$ cat src/rtl/mem_access_stage.sv
// -----------------------------------------------------------------------------
// mem_access_stage
//
// Memory stage of the 16-bit pipeline. Takes the execute-stage bundle and
// produces the register-file writeback. Loads and stores use a request /
// acknowledge handshake to a variable-latency data memory. While an access is
// outstanding, the upstream pipeline is stalled. An access that gets no
// acknowledge within MEM_TIMEOUT cycles is aborted. Non-memory instructions
// reach writeback one cycle after issue.
//
// Parameters:
//   MEM_TIMEOUT  maximum cycles spent in WAIT before the access is aborted (1..255)
//
// Ports:
//   CLK         rising-edge clock
//   RST_N       synchronous active-low reset
//   data_val    store data
//   result      ALU result; writeback data for non-loads; indirect address source
//   addr        direct memory address
//   c_addr      destination register
//   reg_write   instruction writes a register
//   data_read   load
//   data_write  store
//   reg_addr    1: address = result[7:0], 0: address = addr
//   mem_req     memory request, held until ack or timeout
//   mem_we      1 = store
//   mem_addr    memory address
//   mem_wdata   store data
//   mem_rdata   load data, valid together with mem_ack
//   mem_ack     single-cycle acknowledge
//   wb_en       register write strobe (one-cycle pulse)
//   wb_addr     writeback destination register
//   wb_data     writeback data
//   stall       upstream holds its outputs on any edge where stall=1
//   mem_err     one-cycle pulse on timeout or read+write conflict
// -----------------------------------------------------------------------------
module mem_access_stage #(
    parameter int MEM_TIMEOUT = 15
) (
    input  logic        CLK,
    input  logic        RST_N,
    input  logic [15:0] data_val,
    input  logic [15:0] result,
    input  logic [7:0]  addr,
    input  logic [3:0]  c_addr,
    input  logic        reg_write,
    input  logic        data_read,
    input  logic        data_write,
    input  logic        reg_addr,
    output logic        mem_req,
    output logic        mem_we,
    output logic [7:0]  mem_addr,
    output logic [15:0] mem_wdata,
    input  logic [15:0] mem_rdata,
    input  logic        mem_ack,
    output logic        wb_en,
    output logic [3:0]  wb_addr,
    output logic [15:0] wb_data,
    output logic        stall,
    output logic        mem_err
);

    typedef enum logic [1:0] {
        ST_IDLE = 2'd0,
        ST_WAIT = 2'd1,
        ST_DONE = 2'd2
    } state_t;

    // Counter value at which the current WAIT cycle becomes the last one.
    localparam logic [7:0] TIMEOUT_LAST = 8'(MEM_TIMEOUT - 1);

    state_t      state_r;
    logic [7:0]  cnt_r;
    logic [3:0]  c_addr_r;
    logic        reg_write_r;
    logic [15:0] result_r;
    logic        load_r;
    logic        mem_op_s;

    // Any memory operation requested by the instruction in front of the stage.
    always_comb begin
        mem_op_s = data_read | data_write;
    end

    // Upstream stall. This is combinational so upstream can advance on the
    // DONE->IDLE edge. It is forced low while reset is held.
    always_comb begin
        stall = RST_N & (((state_r == ST_IDLE) & mem_op_s) | (state_r == ST_WAIT));
    end

    // Stage FSM with all outputs registered. wb_en and mem_err default low so
    // they only ever pulse for one cycle. The other outputs hold unless updated.
    always_ff @(posedge CLK) begin
        if (!RST_N) begin
            state_r     <= ST_IDLE;
            cnt_r       <= 8'd0;
            c_addr_r    <= 4'd0;
            reg_write_r <= 1'b0;
            result_r    <= 16'h0000;
            load_r      <= 1'b0;
            mem_req     <= 1'b0;
            mem_we      <= 1'b0;
            mem_addr    <= 8'd0;
            mem_wdata   <= 16'h0000;
            wb_en       <= 1'b0;
            wb_addr     <= 4'd0;
            wb_data     <= 16'h0000;
            mem_err     <= 1'b0;
        end else begin
            wb_en   <= 1'b0;
            mem_err <= 1'b0;
            case (state_r)
                ST_IDLE: begin
                    if (mem_op_s) begin
                        // A read+write conflict is treated as a load. The store is dropped.
                        state_r     <= ST_WAIT;
                        cnt_r       <= 8'd0;
                        mem_req     <= 1'b1;
                        mem_we      <= data_write & ~data_read;
                        mem_addr    <= reg_addr ? result[7:0] : addr;
                        mem_wdata   <= data_val;
                        c_addr_r    <= c_addr;
                        reg_write_r <= reg_write;
                        result_r    <= result;
                        load_r      <= data_read;
                        mem_err     <= data_read & data_write;
                    end else begin
                        wb_en <= reg_write;
                        if (reg_write) begin
                            wb_addr <= c_addr;
                            wb_data <= result;
                        end
                    end
                end
                ST_WAIT: begin
                    if (mem_ack) begin
                        state_r <= ST_DONE;
                        mem_req <= 1'b0;
                        wb_en   <= reg_write_r;
                        if (reg_write_r) begin
                            wb_addr <= c_addr_r;
                            wb_data <= load_r ? mem_rdata : result_r;
                        end
                    end else if (cnt_r == TIMEOUT_LAST) begin
                        // Aborted load returns zero. An aborted store still writes back the ALU result.
                        state_r <= ST_DONE;
                        mem_req <= 1'b0;
                        mem_err <= 1'b1;
                        wb_en   <= reg_write_r;
                        if (reg_write_r) begin
                            wb_addr <= c_addr_r;
                            wb_data <= load_r ? 16'h0000 : result_r;
                        end
                    end else begin
                        cnt_r <= cnt_r + 8'd1;
                    end
                end
                ST_DONE: begin
                    state_r <= ST_IDLE;
                end
                default: begin
                    state_r <= ST_IDLE;
                end
            endcase
        end
    end

endmodule

$ cat config.mk
export PLATFORM = sky130hd
export DESIGN_NAME = mem_access_stage
export DESIGN_NICKNAME = d
export VERILOG_FILES = /design/src/rtl/mem_access_stage.sv
export SDC_FILE = /design/constraint.sdc
export NUM_CORES = 1
export LEC_CHECK = 0
export ABC_CLOCK_PERIOD_IN_PS = 3000
export CAP_MARGIN = 0
export CELL_PAD_IN_SITES_DETAIL_PLACEMENT = 2
export CELL_PAD_IN_SITES_GLOBAL_PLACEMENT = 2
export CORE_UTILIZATION = 28
export CTS_CLUSTER_SIZE = 20
export DETAILED_ROUTE_END_ITERATION = 10
export GPL_TIMING_DRIVEN = 0
export HOLD_SLACK_MARGIN = 0.15
export MAX_ROUTING_LAYER = met4
export PLACE_DENSITY = 0.88
export SLEW_MARGIN = 20
export SYNTH_ARGS = -nofsm -noshare
export SYNTH_HDL_FRONTEND = slang
export SYNTH_SLANG_ARGS = --single-unit
$ cat constraint.sdc
create_clock -name CLK -period 3 [get_ports CLK]
set_clock_uncertainty 0.15 [all_clocks]
set_input_delay 0.45 -clock CLK [delete_from_list [all_inputs] [get_ports CLK]]
set_output_delay 0.45 -clock CLK [all_outputs]
set_load 0.03 [all_outputs]
==> qor.txt, run 1 <==
Critical path arrival -> 2130 ps
ANT nets after route -> 0
Number of antenna diodes -> 0
Highest-count cells in the layout ignoring fill and taps -> 114 x sky130_fd_sc_hd__nand2_1, 113 x sky130_fd_sc_hd__clkdlybuf4s50_1, 80 x sky130_fd_sc_hd__dfxtp_1, 39 x sky130_fd_sc_hd__a21boi_0, 35 x sky130_fd_sc_hd__nand3_1
Die outline height -> 116 um
Root cell of the clock tree -> sky130_fd_sc_hd__clkbuf_16
Net Count, Synth -> 497
Routed wire per std cell -> 18.0 um
Cell depth of the worst flop-to-flop path -> 7
Level count of the clock H-tree -> 3
Async set-reset flop share out of synthesis -> 0%
Tightest Pin Transition -> 644 ps
Combined global-route utilization of all metal layers -> 21.1%
Max_slew headroom -> 57.1%
Final number of hold-violating endpoints -> 0
Count of different cell masters after synthesis -> 41
Pin count of the biggest net entering global routing -> 20
Width of the die -> 116 um
Detailed Place HPWL -> 9.98 mm
Termination of the worst setup path -> stall
Initial core utilization -> 28.8%
Gates resized, CTS repair -> 2
Biggest area contributors in the synthesized netlist -> sky130_fd_sc_hd__dfxtp_1 44%, sky130_fd_sc_hd__nand2_1 12%, sky130_fd_sc_hd__a21boi_0 8.0%, sky130_fd_sc_hd__mux2i_1 7.7%, sky130_fd_sc_hd__nand3_1 4.8%
Number of detailed-route iterations in the first pass -> 4
Max-slew violation count -> 0
Die ar. -> 0.0135 sq mm
Clock buffers created by TritonCTS -> 9
Post-place instance area -> 0.00501 sq mm
Ratio of routed vias to standard cells -> 4.89
Setup CP Type -> reg2out
TritonCTS clock tree -> done
Peak Freq -> 366 MHz
Setup slack of the worst register-to-register path -> 870 ps
Number of DRC violations after detailed-routing iteration 0 -> 124
Remaining DRCs -> 0
Endpoints failing setup -> 0
Worst slack at placement -> -564 ps
Worst r2r dst -> mem_wdata[5]
Power density cells -> 538 mW/mm^2
Unrepaired setup endpoints after global routing -> no
Peak fanout along the critical path -> 19
Worst Slack Setup Final -> 269 ps
Hold Path Class -> reg2reg
Area of the placeable core -> 0.0127 sq mm
Final std cell area, no fill -> 0.00528 sq mm
Final worst path period share -> 91.0%
Number of flops mapped to enable cells by yosys -> 0
Clock transition at path regs -> 60 ps
Number of instances on the worst hold path -> 2
Main synth FF type -> sky130_fd_sc_hd__dfxtp_1
Cells after synthesis -> 428
Flip-flop and latch area -> 0.00160 sq mm
Final estimated routing congestion in global placement -> 0.810
Synthesized flop and latch total -> 80
Area share of the largest cell type after synthesis -> 43.8%
CTS Hold Buffers Added -> 0
Largest voltage drop on the vdd net -> 0.332 mV
Clock Path Buffers -> 2
Clk sink count -> 80
CP Launch Type -> register
Number of global-route vias before repair -> 3,995
Routed via count -> 3,554
Antenna violations before repair -> 0
Register area share after synthesis -> 43.8%
Syn Area/Cell -> 8.54 sq um
Share of layout cells above drive strength 1 -> 6.31%
# Post-CTS Setup Buffers -> 0
Launch point of the critical path -> state_r[0]
Largest area contributor in the netlist -> sky130_fd_sc_hd__dfxtp_1
Worst R2R Start -> state_r[0]
Number of warnings printed during yosys synthesis -> 0
Area growth syn-to-layout -> 44.3%
Total length of routed wires -> 13.1 mm
Congestion Overflow GR -> 0
Worst Hold Slack -> 312 ps
Type of element capturing the critical path -> output port
Number of inserted filler cells in the final layout -> 1,455
Row cnt -> 41
Post-synthesis cell area -> 0.00365 sq mm
I/O pin cnt -> 116
Minimum clock period after layout -> 2730 ps
Leakage power summed over all cells -> 2.08 nW
Status -> completed
Data required, critical path -> 2400 ps
Footprint of the multi-input gates -> 0.00189 sq mm
Number of nets in the layout -> 620
Commonest non-fill, non-tap cell in the layout -> sky130_fd_sc_hd__nand2_1
Share of the core filled with cells -> 41.6%
Latest clock arrival within the worst-skew pair -> 330 ps
Min-Delay Startpoint -> wb_data[13]
Number of I/O port buffers -> 114
Global-route wire length before repair -> 20.8 mm
Maximum Capacitance Violations -> 0
## routing by layer
| metal | up-vias | GRT usage [%] | share of wire, % |
|---|---|---|---|
| met4 | 0 | 7.61 | 1.5 |
| met5 | - | - | 0 |
| li1 | 1724 | - | - |
| met1 | 1732 | 22.1 | 40 |
| met2 | 82 | 38.6 | 53 |
| met3 | 16 | 4.88 | 4.8 |
## cell families after synthesis
kind of cell / after synthesis / synth area share, %
adder cells (fa/ha/maj): 2 / 0.685
AO/OA/AOI/OAI: 79 / 16.9
AND/OR/NAND/NOR: 194 / 24.1
flip-flops: 80 / 43.8
multiplexers: 32 / 8.90
XOR/XNOR: 5 / 1.20
buffers and inverters: 36 / 4.38
## where the power goes
group / internal (W) / leakage, nW / total (W) / switching [W]
registers: 0.00114 / 0.656 / 0.00118 / 0.0000427
clock network: 0.000595 / 0.141 / 0.00102 / 0.000425
logic: 0.000277 / 1.28 / 0.000639 / 0.000362
total: 0.00201 / 2.08 / 0.00284 / 0.000829
## worst min path at each step
stage               slack [ps]           end
floorplan                  290   c_addr_r[3]
global placement           300   c_addr_r[0]
detailed placement         310  mem_wdata[3]
CTS                        320   wb_data[13]
global route               340  mem_wdata[2]
finish                     310   wb_data[13]
## final cells by class
cell class / count / share of cell area [%]
Sequential cell: 80 / 30.4
Inverter: 2 / 0.142
Multi-Input combinational cell: 312 / 35.9
Clock buffer: 11 / 4.79
Buffer: 32 / 2.82
Timing Repair Buffer: 114 / 21.5
Clock inverter: 4 / 0.380
Tap cell: 172 / 4.08
## flip-flops by register name, summed over array words and instances (netlist names), 2 cells and up
name / cells
state_r: 2
result_r: 16
mem_addr: 8
wb_addr: 4
mem_wdata: 16
wb_data: 16
c_addr_r: 4
cnt_r: 8
## per-stage QoR
step	TNS [ps]	std cells	total power (W)
global placement	-484	714	0.00182
CTS	0	727	0.00289
finish	0	727	0.00284
floorplan	0	428	0.00154
detailed placement	-564	714	0.00185
global route	0	727	0.00297
## synth_stat cells (3+ instances only)
library cell               number
sky130_fd_sc_hd__a21boi_0      39
sky130_fd_sc_hd__a21oi_1        3
sky130_fd_sc_hd__buf_1          4
sky130_fd_sc_hd__buf_2          8
sky130_fd_sc_hd__clkbuf_1      20
sky130_fd_sc_hd__dfxtp_1       80
sky130_fd_sc_hd__mux2_2         4
sky130_fd_sc_hd__mux2i_1       28
sky130_fd_sc_hd__nand2_1      114
sky130_fd_sc_hd__nand2b_1      18
sky130_fd_sc_hd__nand3_1       35
sky130_fd_sc_hd__nor2_1        11
sky130_fd_sc_hd__o211a_1        8
sky130_fd_sc_hd__o211ai_1      18
sky130_fd_sc_hd__xor2_1         4
## critical path, cell delays in order, from the launching register on
cell                       delay (ps)
sky130_fd_sc_hd__dfxtp_1          290
sky130_fd_sc_hd__buf_2            170
sky130_fd_sc_hd__nor2_1           250
sky130_fd_sc_hd__o21ai_0          220
sky130_fd_sc_hd__clkbuf_4         300
sky130_fd_sc_hd__a21boi_0         290
sky130_fd_sc_hd__clkbuf_2         260
Note: power is estimated with default switching activity, not from simulation.
==> run 2: changes to the inputs <==
--- a/config.mk
+++ b/config.mk
@@ -10,7 +10,6 @@
 export CELL_PAD_IN_SITES_DETAIL_PLACEMENT = 2
 export CELL_PAD_IN_SITES_GLOBAL_PLACEMENT = 2
 export CORE_UTILIZATION = 28
-export CTS_CLUSTER_SIZE = 20
 export DETAILED_ROUTE_END_ITERATION = 10
 export GPL_TIMING_DRIVEN = 0
 export HOLD_SLACK_MARGIN = 0.15
==> results of run 2 <==
No change in the layout: final DEF, timing and power equal those of run 1.
